<file path="config.mk">
export PLATFORM = sky130hd
export DESIGN_NAME = ddr3_wr_tx
export DESIGN_NICKNAME = d
export VERILOG_FILES = /design/src/rtl/ddr3_wr_tx.sv
export SDC_FILE = /design/constraint.sdc
export NUM_CORES = 1
export LEC_CHECK = 0
export ABC_AREA = 0
export CAP_MARGIN = 30
export CORE_ASPECT_RATIO = 0.6
export CORE_MARGIN = 2
export CORE_UTILIZATION = 40
export DETAILED_ROUTE_END_ITERATION = 10
export GPL_TIMING_DRIVEN = 0
export MAX_ROUTING_LAYER = met4
export PLACE_DENSITY_LB_ADDON = 0.3
export SYNTH_ARGS = -nofsm -noshare
export SYNTH_HDL_FRONTEND = slang
export SYNTH_SLANG_ARGS = --single-unit
export TNS_END_PERCENT = 30
</file>
<file path="constraint.sdc">
create_clock -name clk -period 2 [get_ports clk]
set_input_delay 0.3 -clock clk [delete_from_list [all_inputs] [get_ports clk]]
set_output_delay 0.3 -clock clk [all_outputs]
set_load 0.02 [all_outputs]
</file>
<file path="src/rtl/ddr3_wr_tx.sv">
// DDR3 write datapath transmitter: sequences DQS preamble, burst data and
// postamble for one byte group, with seamless back-to-back burst chaining.
module ddr3_wr_tx #(
  parameter int unsigned DQ_W = 8,
  parameter int unsigned BL   = 8
) (
  input  logic              clk,
  input  logic              rst_n,
  input  logic              wr_start,
  input  logic [2*DQ_W-1:0] wr_data,
  input  logic              wr_valid,
  output logic              wr_ready,
  output logic [DQ_W-1:0]   dq_o_rise,
  output logic [DQ_W-1:0]   dq_o_fall,
  output logic              dq_t,
  output logic              dqs_o_rise,
  output logic              dqs_o_fall,
  output logic              dqs_t,
  output logic              busy,
  output logic              done,
  output logic              underrun
);

  localparam int unsigned BEATS = BL / 2;
  localparam int unsigned CNT_W = (BEATS > 1) ? $clog2(BEATS) : 1;

  typedef enum logic [1:0] {
    IDLE  = 2'd0,
    PRE   = 2'd1,
    BURST = 2'd2,
    POST  = 2'd3
  } state_t;

  state_t            state_q, state_d;
  logic [CNT_W-1:0]  cnt_q, cnt_d;
  logic              last_beat;

  logic [DQ_W-1:0]   dq_rise_d, dq_fall_d;
  logic              dq_t_d, dqs_t_d, dqs_rise_d, dqs_fall_d;
  logic              busy_d, done_d, underrun_d;

  assign last_beat = (state_q == BURST) && (cnt_q == CNT_W'(BEATS - 1));

  // Next-state, beat counter, input handshake and next values of pad outputs
  always_comb begin
    state_d    = state_q;
    cnt_d      = cnt_q;
    wr_ready   = 1'b0;
    dq_rise_d  = '0;
    dq_fall_d  = '0;
    dq_t_d     = 1'b1;
    dqs_t_d    = 1'b1;
    dqs_rise_d = 1'b0;
    dqs_fall_d = 1'b0;
    busy_d     = 1'b0;
    done_d     = 1'b0;
    underrun_d = underrun;

    case (state_q)
      IDLE: begin
        if (wr_start) begin
          state_d = PRE;
          cnt_d   = '0;
        end
      end
      PRE: begin
        wr_ready = 1'b1;
        state_d  = BURST;
        cnt_d    = '0;
      end
      BURST: begin
        if (!last_beat) begin
          wr_ready = 1'b1;
          cnt_d    = cnt_q + CNT_W'(1);
        end else if (wr_start) begin
          wr_ready = 1'b1;
          cnt_d    = '0;
        end else begin
          state_d  = POST;
          cnt_d    = '0;
        end
      end
      POST: begin
        state_d = wr_start ? PRE : IDLE;
        cnt_d   = '0;
      end
      default: begin
        state_d = IDLE;
        cnt_d   = '0;
      end
    endcase

    // A granted slot with no valid word sends zeros and flags the underrun
    if (wr_ready) begin
      if (wr_valid) begin
        dq_rise_d = wr_data[DQ_W-1:0];
        dq_fall_d = wr_data[2*DQ_W-1:DQ_W];
      end else begin
        underrun_d = 1'b1;
      end
    end

    // Pad controls follow the state being entered so they change only on edges
    dq_t_d     = (state_d != BURST);
    dqs_t_d    = (state_d == IDLE);
    dqs_rise_d = (state_d == BURST);
    busy_d     = (state_d != IDLE);
    done_d     = last_beat;
  end

  // State and registered output flops
  always_ff @(posedge clk or negedge rst_n) begin
    if (!rst_n) begin
      state_q    <= IDLE;
      cnt_q      <= '0;
      dq_o_rise  <= '0;
      dq_o_fall  <= '0;
      dq_t       <= 1'b1;
      dqs_t      <= 1'b1;
      dqs_o_rise <= 1'b0;
      dqs_o_fall <= 1'b0;
      busy       <= 1'b0;
      done       <= 1'b0;
      underrun   <= 1'b0;
    end else begin
      state_q    <= state_d;
      cnt_q      <= cnt_d;
      dq_o_rise  <= dq_rise_d;
      dq_o_fall  <= dq_fall_d;
      dq_t       <= dq_t_d;
      dqs_t      <= dqs_t_d;
      dqs_o_rise <= dqs_rise_d;
      dqs_o_fall <= dqs_fall_d;
      busy       <= busy_d;
      done       <= done_d;
      underrun   <= underrun_d;
    end
  end

endmodule

</file>
**Word-level counts from Yosys, hierarchy flattened**

Cells that the tools add are included.

- Bits in registers: 26
- Latch bits: 0
- Bits in writable memories: 0
- ROM bits: 0
- Input port bits: 20
- Output and inout port bits: 24
- Word-level logic and storage cells: 40
- Memories: 0

- Add/subtract/negate cells: 1
- Multiply operators: 0
- Divide/modulo/power cells: 0
- Order comparisons: 0
- Eq/ne operators: 7
- Shift operators: 0
- Mux-type cells: 15
- Bitwise logic cells: 1
- Reductions and logical operators: 6

Operators with widths:

| kind | count |
|---|---|
| 8-bit 2-to-1 mux | 4 |
| 2-bit 2-to-1 mux | 5 |
| 2-bit == test, second input constant | 4 |
| 2-bit case mux with 4 select lines | 1 |
| 2-bit case mux with 3 select lines | 1 |
| 2-bit logical NOT | 2 |
| 2-bit != test, second input constant | 2 |
| 1-bit 2-to-1 mux | 3 |
| 2-bit by 1-bit adder with 2-bit output, second input constant | 1 |
| 2-bit by 1-bit == test with 1-bit output, second input constant | 1 |
| 1-bit case mux with 2 select lines | 1 |
| 2-bit AND reduction | 1 |
| 2-bit nonzero test | 1 |
| 2-bit OR reduction | 1 |
| 1-bit logical AND | 1 |
| 1-bit inverter | 1 |

**Logic depth before layout (Yosys ltp)**

Gate-level depths: netlist (run 1).

- Word-level depth: 5
- Mapped depth: 5
- Depth with buffers taken out: 5

**Least setup slack after synthesis (run 1)**

Ideal clock, no wire load.

- Path type: register -> output
- Start point: reg state_q[1]
- End point: out wr_ready
- Arrival: 1389 ps
- Required time: 1700 ps
- Path slack: 311 ps
- Cell stages (with the launch flop): 5
- Buffers on the path: 1
- Cell sequence: dfrtp_1 inv_1 ha_1 clkbuf_1 nor2b_1

- Longest elaborated chain between the ends: 4
- Elaborated cells on any way between the ends: 5
- Those cells by class: eq/ne: 2; mux: 2; reduce/logical: 1

Ends and longest elaborated chain:

| what | RTL line | source |
|---|---|---|
| start: declaration | 34 | `state_t state_q, state_d;` |
| start signal: assignment | 126 | `state_q <= state_d;` |
| 2-bit == test | 42, 59 |  |
| 1-bit logical AND | 42 | `assign last_beat = (state_q == BURST) && (cnt_q == CNT_W'(BEATS - 1));` |
| 1-bit 2-to-1 mux | 72 | `if (!last_beat) begin` |
| 1-bit case mux with 2 select lines * | 59 | `case (state_q)` |
| end: declaration | 12 | `output logic wr_ready,` |

Every way passes the cells marked *; elsewhere a longest branch is shown, timed or not.

**Final worst setup path (run 1)**

- Start point: reg state_q[0]
- End point: out wr_ready

Same word-level chain as after synthesis.

==> results.py, run 1 <==
metrics = {
    "floorplan": {
        "chipHeight_um": 44.7,
        "io-pin-count": 44,
        "die_w_um": 71.9,
        "dieArea_um2": 3210,
        "std_cell_rows": 14,
        "placeableCoreArea_um2": 2560,
        "start_util_pct": 43.2,
    },
    "setup_path": {
        "slowest_delay_ns": 0.46,
        "regToRegSetupSlack_ns": 0.40,
        "rr_startpoint": "state_q[0]$_DFF_PN0_",
        "critPathRequiredTime_ns": 1.70,
        "crit_path_max_fanout": 10,
        "critical_path_arrival_ns": 1.62,
        "largest_delay_share_family_worst_path": "buffers and inverters",
        "path_buf_inv": 3,
        "crit_type": "register to output pin",
        "reg2regPathDepth": 5,
        "crit_path_cell_trace": "inv_4 > ha_4 > a21oi_4 > buf_4 > nor2b_1 > clkdlybuf4s15_2",
        "critPathSlowestCell": "sky130_fd_sc_hd__dfrtp_2",
        "critPathCaptureType": "output pin",
        "startpoint_type": "register",
        "critical_path_cell_count": 6,
        "reg2reg_to": "dq_t$_DFF_PN1_",
    },
    "synth": {
        "postSynthAreaPerCell_um2": 13.8,
        "synthesis.area_um2": 1100,
        "synth_largest_area_cell": "sky130_fd_sc_hd__dfrtp_1",
        "synth.lib_cells_used.distinct": 27,
        "yosysWarningCount": 0,
        "fraction_of_registers_with_async_set_reset_pct": 100,
        "synth_largest_type_area_fraction_pct": 54.4,
        "postSynthCellCount": 80,
        "synth_seq_cells": 26,
        "synthMostInstantiatedCell": "sky130_fd_sc_hd__dfrtp_1",
        "synth_top_cells_by_area": "sky130_fd_sc_hd__dfrtp_1, sky130_fd_sc_hd__and4b_1, sky130_fd_sc_hd__ha_1",
        "synth_edf_count": 0,
        "syn-num-nets": 106,
        "synth_top_cells_by_count": "sky130_fd_sc_hd__dfrtp_1, sky130_fd_sc_hd__and4b_1, sky130_fd_sc_hd__ha_1",
        "dominantRegCellSynth": "sky130_fd_sc_hd__dfrtp_1",
        "synth_sequential_area_ratio_pct": 59.1,
    },
    "routing": {
        "dr.pass1.iters": 4,
        "wirelength_um": 2470,
        "route.detailed.wl_per_inst_um": 15.3,
        "detail_route.vias_per_cell": 4.90,
        "residual_drc": 0,
        "drtIter0Drc": 41,
        "detail-route-antenna-nets": 0,
        "dr_total_vias": 789,
    },
    "global_route": {
        "grt_antenna_before_repair": 0,
        "met2_usage_pct": 27.4,
        "global_route.usage.met1_pct": 21.4,
        "maximum_number_of_pins_on_one_net_before_global_route_repair": 19,
        "grt_busiest_layer": "met2",
        "grt_pass1_vias": 791,
        "global_route.usage.total_pct": 17.0,
        "met3_usage_pct": 6.03,
        "global_route.overflow_total": 0,
        "grt_pass1_wl_um": 3860,
    },
    "finish": {
        "finalInstanceArea_um2": 1700,
        "layout-drive-gt1-share_pct": 19.4,
        "fillerInstances": 179,
        "antenna_cells_inserted": 0,
        "multi_input_comb_area_um2": 458,
        "nets": 156,
        "syn2layout_area_growth_pct": 53.9,
        "register_area_um2": 656,
        "finished_layout_cells": 161,
    },
    "timing": {
        "timing.final.setup_violations": 0,
        "finalWorstPathRequiredPeriod_ns": 1.92,
        "final.period_utilization_pct": 96.1,
        "timing_max_transition_violations_final": 0,
        "relSlewSlack_pct": 58.3,
        "hold_viol": 0,
        "setup_repair_after_global_routing_missed_its_margin": "no",
        "pnr_worst_setup_slack_ns": 0.0775,
        "fin_hold_ws_ns": 0.413,
        "fmax_mhz": 520,
        "finClkSkew_ns": 0.00407,
        "tightestPinTransition_ns": 0.623,
    },
    "clocking": {
        "root_buffer": "sky130_fd_sc_hd__clkbuf_8",
        "clock_path_buffers": 2,
        "clock_tree_from_tritoncts": "done",
        "cts_hold_fix_bufs": 0,
        "cts_inserted_buffers": 3,
        "insertion_delay_ns": 0.27,
        "numClockSinks": 26,
        "cts_max_level": 1,
        "clk_transition_reported_paths_ns": 0.09,
    },
    "placement": {
        "io_buffers": 42,
        "detailedPlace.worstSlack_ns": -0.344,
        "dpl-instance-area_um2": 1580,
        "detailedPlacementHpwl_um": 1820,
        "placedCellCount": 155,
        "finalWeightedCongestion": 0.781,
    },
    "run_status": {
        "run_status": "finished, final reports clean",
    },
    "min_path": {
        "worstHoldPathType": "input port to async pin",
    },
    "pwr": {
        "pd_cells_nw_per_um2": 1270,
        "vdd.ir_drop.worst_mv": 0.870,
        "total_leakage_power_nw": 0.776,
    },
    "job": {
        "max_cap_violations": 0,
    },
}
==> routing by layer <==
metal | vias up | routed length (um) | share of wire [%]
met4 | 0 | 0 | 0
met1 | 377 | 1150 | 47
met2 | 30 | 1150 | 47
met3 | 0 | 159 | 6.5
li1 | 382 | - | -
met5 | - | 0 | 0
==> per-stage QoR <==
step	TNS, ns	total power, mW	utilization (%)
2_1_floorplan	0	1.31	-
3_3_place_gp	-0.281	1.66	61.2
3_5_place_dp	-0.344	1.70	61.8
4_1_cts	0	2.11	65.2
5_1_grt	0	2.29	66.5
6_report	0	2.16	66.5
==> logic make-up after synthesis <==
group | count (synthesis) | synth area share [%]
other cells | 1 | 0.339
simple gates | 30 | 23.3
buf+inv | 7 | 3.06
mux | 1 | 0.906
flops | 26 | 59.1
compound gates | 9 | 6.46
fa+ha+maj | 6 | 6.79
==> registers in the layout, summed over array words and instances (netlist names), 2 cells and up <==
name and flops:
state_q 2, cnt_q 2, dq_o_rise 8, dq_o_fall 8
==> worst max path at each step <==
stage	slack, ns	startpoint	endpoint
floorplan	0.31	state_q[1]$_DFF_PN0_	wr_ready
global placement	-0.28	wr_start	wr_ready
detailed placement	-0.34	state_q[1]$_DFF_PN0_	wr_ready
CTS	0.03	state_q[1]$_DFF_PN0_	wr_ready
global route	0.01	state_q[0]$_DFF_PN0_	wr_ready
finish	0.08	state_q[0]$_DFF_PN0_	wr_ready
==> cells in the final DEF, fill, tap and decap left out, drive strengths merged <==
cell,Yosys,layout
dfrtp,24,24
and4b,16,16
a21oi,1,1
clkbuf,2,5
o21ba,1,1
buf,2,6
nand3,2,2
or3,1,1
o21ai,3,3
a21o,1,1
ha,6,6
dfstp,2,2
o21bai,2,2
nand4bb,1,1
conb,1,1
o21a,1,1
clkdlybuf4s15,0,1
nor3,2,2
nor2b,1,1
nand3b,1,1
clkdlybuf4s50,0,41
inv,3,3
nor2,2,2
nand2b,3,3
and2,1,1
mux2i,1,1
==> area by class of cell <==
| type | count | share of cell area (%) |
|---|---|---|
| inverter | 3 | 0.809 |
| timing repair buffer | 46 | 27.0 |
| clock buffer | 4 | 3.24 |
| buffer | 3 | 1.10 |
| sequential | 26 | 38.6 |
| tap | 32 | 2.35 |
| multi-input combinational | 47 | 26.9 |
==> where the power goes <==
group | switching (mW) | internal, mW | total [mW]
Combinational | 0.545 | 0.546 | 1.09
Clock | 0.158 | 0.176 | 0.334
Sequential | 0.0669 | 0.665 | 0.732
Total | 0.770 | 1.39 | 2.16
==> repair_timing <==
| item | in CTS | in global routing |
|---|---|---|
| resized for setup | 10 | 5 |
| endpoints found under the setup margin | 1 | 1 |
| pin swaps | 1 | 0 |
| setup buffers | 1 | 2 |
No activity file was read; power rests on OpenSTA's default activity.
==> run 2: changes to the inputs <==
--- a/config.mk
+++ b/config.mk
@@ -7,9 +7,12 @@
 export LEC_CHECK = 0
 export ABC_AREA = 0
 export CAP_MARGIN = 30
+export CELL_PAD_IN_SITES_DETAIL_PLACEMENT = 0
+export CELL_PAD_IN_SITES_GLOBAL_PLACEMENT = 2
 export CORE_ASPECT_RATIO = 0.6
 export CORE_MARGIN = 2
-export CORE_UTILIZATION = 40
+export CORE_UTILIZATION = 27
+export CTS_CLUSTER_DIAMETER = 60
 export DETAILED_ROUTE_END_ITERATION = 10
 export GPL_TIMING_DRIVEN = 0
 export MAX_ROUTING_LAYER = met4
==> constraint.sdc (replaced) <==
create_clock -name clk -period 1.9 [get_ports clk]
set_input_delay 0.285 -clock clk [delete_from_list [all_inputs] [get_ports clk]]
set_output_delay 0.285 -clock clk [all_outputs]
set_load 0.02 [all_outputs]
==> run 2 against run 1 <==
Net effect:
- worst hold slack got worse by 0.15 ns
- routed wire length rose by 5.4%
- worst setup slack got worse by 0.020 ns
- design area rose by 4.0%
- clock skew rose by 0.00064 ns
- highest routed layer is now met4
==> results.py, run 2 (synthesized netlist as in run 1, its figures left out) <==
metrics = {
    "clocking": {
        "cts_max_level": 1,
        "root_buffer": "sky130_fd_sc_hd__clkbuf_8",
        "clock_path_buffers": 2,
        "numClockSinks": 26,
        "cts_hold_fix_bufs": 0,
        "insertion_delay_ns": 0.27,
        "clk_transition_reported_paths_ns": 0.08,
        "cts_inserted_buffers": 3,
        "clock_tree_from_tritoncts": "done",
    },
    "routing": {
        "dr.pass1.iters": 4,
        "dr_total_vias": 806,
        "drtIter0Drc": 13,
        "top_signal_layer_used": "met4",
        "route.detailed.wl_per_inst_um": 14.1,
        "detail_route.vias_per_cell": 4.38,
        "met2_wirelength_um": 1280,
        "wl_met1_um": 1200,
        "wirelength_um": 2600,
        "met3_wirelength_um": 107,
        "detail-route-antenna-nets": 0,
        "residual_drc": 0,
    },
    "timing": {
        "pnr_worst_setup_slack_ns": 0.0571,
        "timing_max_transition_violations_final": 0,
        "setup_repair_after_global_routing_missed_its_margin": "no",
        "fmax_mhz": 543,
        "hold_viol": 0,
        "final.period_utilization_pct": 97.0,
        "finalWorstPathRequiredPeriod_ns": 1.84,
        "timing.final.setup_violations": 0,
        "finClkSkew_ns": 0.00470,
    },
    "floorplan": {
        "io-pin-count": 44,
        "chipHeight_um": 53.6,
        "start_util_pct": 29.2,
        "placeableCoreArea_um2": 3790,
        "die_w_um": 86.6,
        "std_cell_rows": 17,
        "dieArea_um2": 4640,
    },
    "finish": {
        "leading_cell_type_in_the_layout_fill_and_taps_excluded": "sky130_fd_sc_hd__clkdlybuf4s50_1",
        "syn2layout_area_growth_pct": 60.1,
        "largest_registers": "dq_o_fall: 8 flops, dq_o_rise: 8 flops",
        "layout-drive-gt1-share_pct": 22.6,
        "fillerInstances": 354,
        "antenna_cells_inserted": 0,
        "layout_common_cells": "sky130_fd_sc_hd__clkdlybuf4s50_1, sky130_fd_sc_hd__dfrtp_1, sky130_fd_sc_hd__and4b_1",
        "post-route-util_pct": 46.7,
        "nets": 164,
    },
    "setup_path": {
        "crit_type": "register to output pin",
        "critPathRequiredTime_ns": 1.62,
        "crit_path_cell_trace": "buf_4 > ha_4 > a21oi_4 > buf_6 > nor2b_1 > clkdlybuf4s15_2",
        "startpoint_type": "register",
        "slowest_delay_ns": 0.42,
        "rr_startpoint": "state_q[0]$_DFF_PN0_",
        "reg2reg_to": "dq_t$_DFF_PN1_",
        "crit_path_max_fanout": 5,
        "reg2regPathDepth": 6,
        "critPathSlowestCell": "sky130_fd_sc_hd__dfrtp_2",
        "critical_path_arrival_ns": 1.56,
        "regToRegSetupSlack_ns": 0.24,
        "critPathCaptureType": "output pin",
    },
    "global_route": {
        "grt_antenna_before_repair": 0,
        "grt_pass1_wl_um": 4080,
        "global_route.usage.total_pct": 12.3,
        "grt_pass1_vias": 806,
        "maximum_number_of_pins_on_one_net_before_global_route_repair": 22,
        "global_route.overflow_total": 0,
    },
    "placement": {
        "io_buffers": 42,
        "detailedPlacementHpwl_um": 1860,
        "detailedPlace.worstSlack_ns": -0.425,
        "finalWeightedCongestion": 0.732,
    },
    "pwr": {
        "pd_cells_nw_per_um2": 1330,
        "vdd.ir_drop.worst_mv": 0.545,
        "total_leakage_power_nw": 0.811,
        "power.total_mw": 2.36,
    },
    "job": {
        "max_cap_violations": 0,
    },
    "min_path": {
        "worstHoldPathType": "input port to async pin",
    },
    "run_status": {
        "run_status": "finished, final reports clean",
    },
}
[run 2: changes by cell type in the layout (fill, tap and decap cells not counted), sizes merged]
cell / before / now
buf: 6 / 14
[run 2: how the worst max path moves through the flow]
stage / start / end / slack (ns) / cells past startpoint
floorplan: state_q[1]$_DFF_PN0_ / wr_ready / 0.23 / 4
global placement: state_q[1]$_DFF_PN0_ / wr_ready / -0.42 / 5
finish: state_q[0]$_DFF_PN0_ / wr_ready / 0.06 / 6
global route: state_q[0]$_DFF_PN0_ / wr_ready / 0.002 / 6
detailed placement: state_q[1]$_DFF_PN0_ / wr_ready / -0.43 / 5
CTS: state_q[0]$_DFF_PN0_ / wr_ready / 0.008 / 6
[run 2: stage by stage]
step                      setup TNS [ns]  hold WS, ns  instances  area, um2
after floorplan                        0      -0.0106         80       1100
after global placement            -0.416        0.462        169       1580
after detailed placement          -0.425        0.474        170       1600
after CTS                              0        0.254        178       1720
after global routing                   0        0.271        184       1770
final                                  0        0.259        184       1770
[run 2: metal layers]
layer  up-vias  GRT usage (%)
met1       385           15.0
met4         0           3.13
met3         2           3.99
met2        21           20.1
met5         -              -
li1        398              -
[run 2: critical path: cells and delay by family, from the launching register on]
family                     cells  cell delay, ns
AOI/OAI and AO/OA              1            0.14
and+or+nand+nor                1            0.04
buffers and inverters          3            0.52
adders and majority gates      1            0.16
DFF                            1            0.42
[run 2: area by class of cell]
cell class | count | area [um2] | area share (%)
flip-flops and latches | 26 | 654 | 37.0
repair buffers | 54 | 519 | 29.3
multi-input cells | 47 | 458 | 25.9
well taps | 47 | 58.8 | 3.32
clock buffers | 4 | 45.0 | 2.55
plain buffers | 3 | 22.5 | 1.27
inverters | 3 | 11.3 | 0.636
[run 2: timing repair]
item / CTS / global route
gates cloned: 0 / 0
buffers inserted: 5 / 6
endpoints found under the setup margin: 1 / 1
pin swaps: 1 / 1
endpoints found under the hold margin: 0 / 0
resized for setup: 13 / 1
[run 2: report_power, final]
| group | switching [mW] | internal, mW | total (mW) | leakage, nW |
|---|---|---|---|---|
| clock | 0.160 | 0.150 | 0.309 | 0.0228 |
| combinational | 0.615 | 0.680 | 1.29 | 0.447 |
| sequential | 0.0546 | 0.699 | 0.754 | 0.341 |
| total | 0.829 | 1.53 | 2.36 | 0.811 |
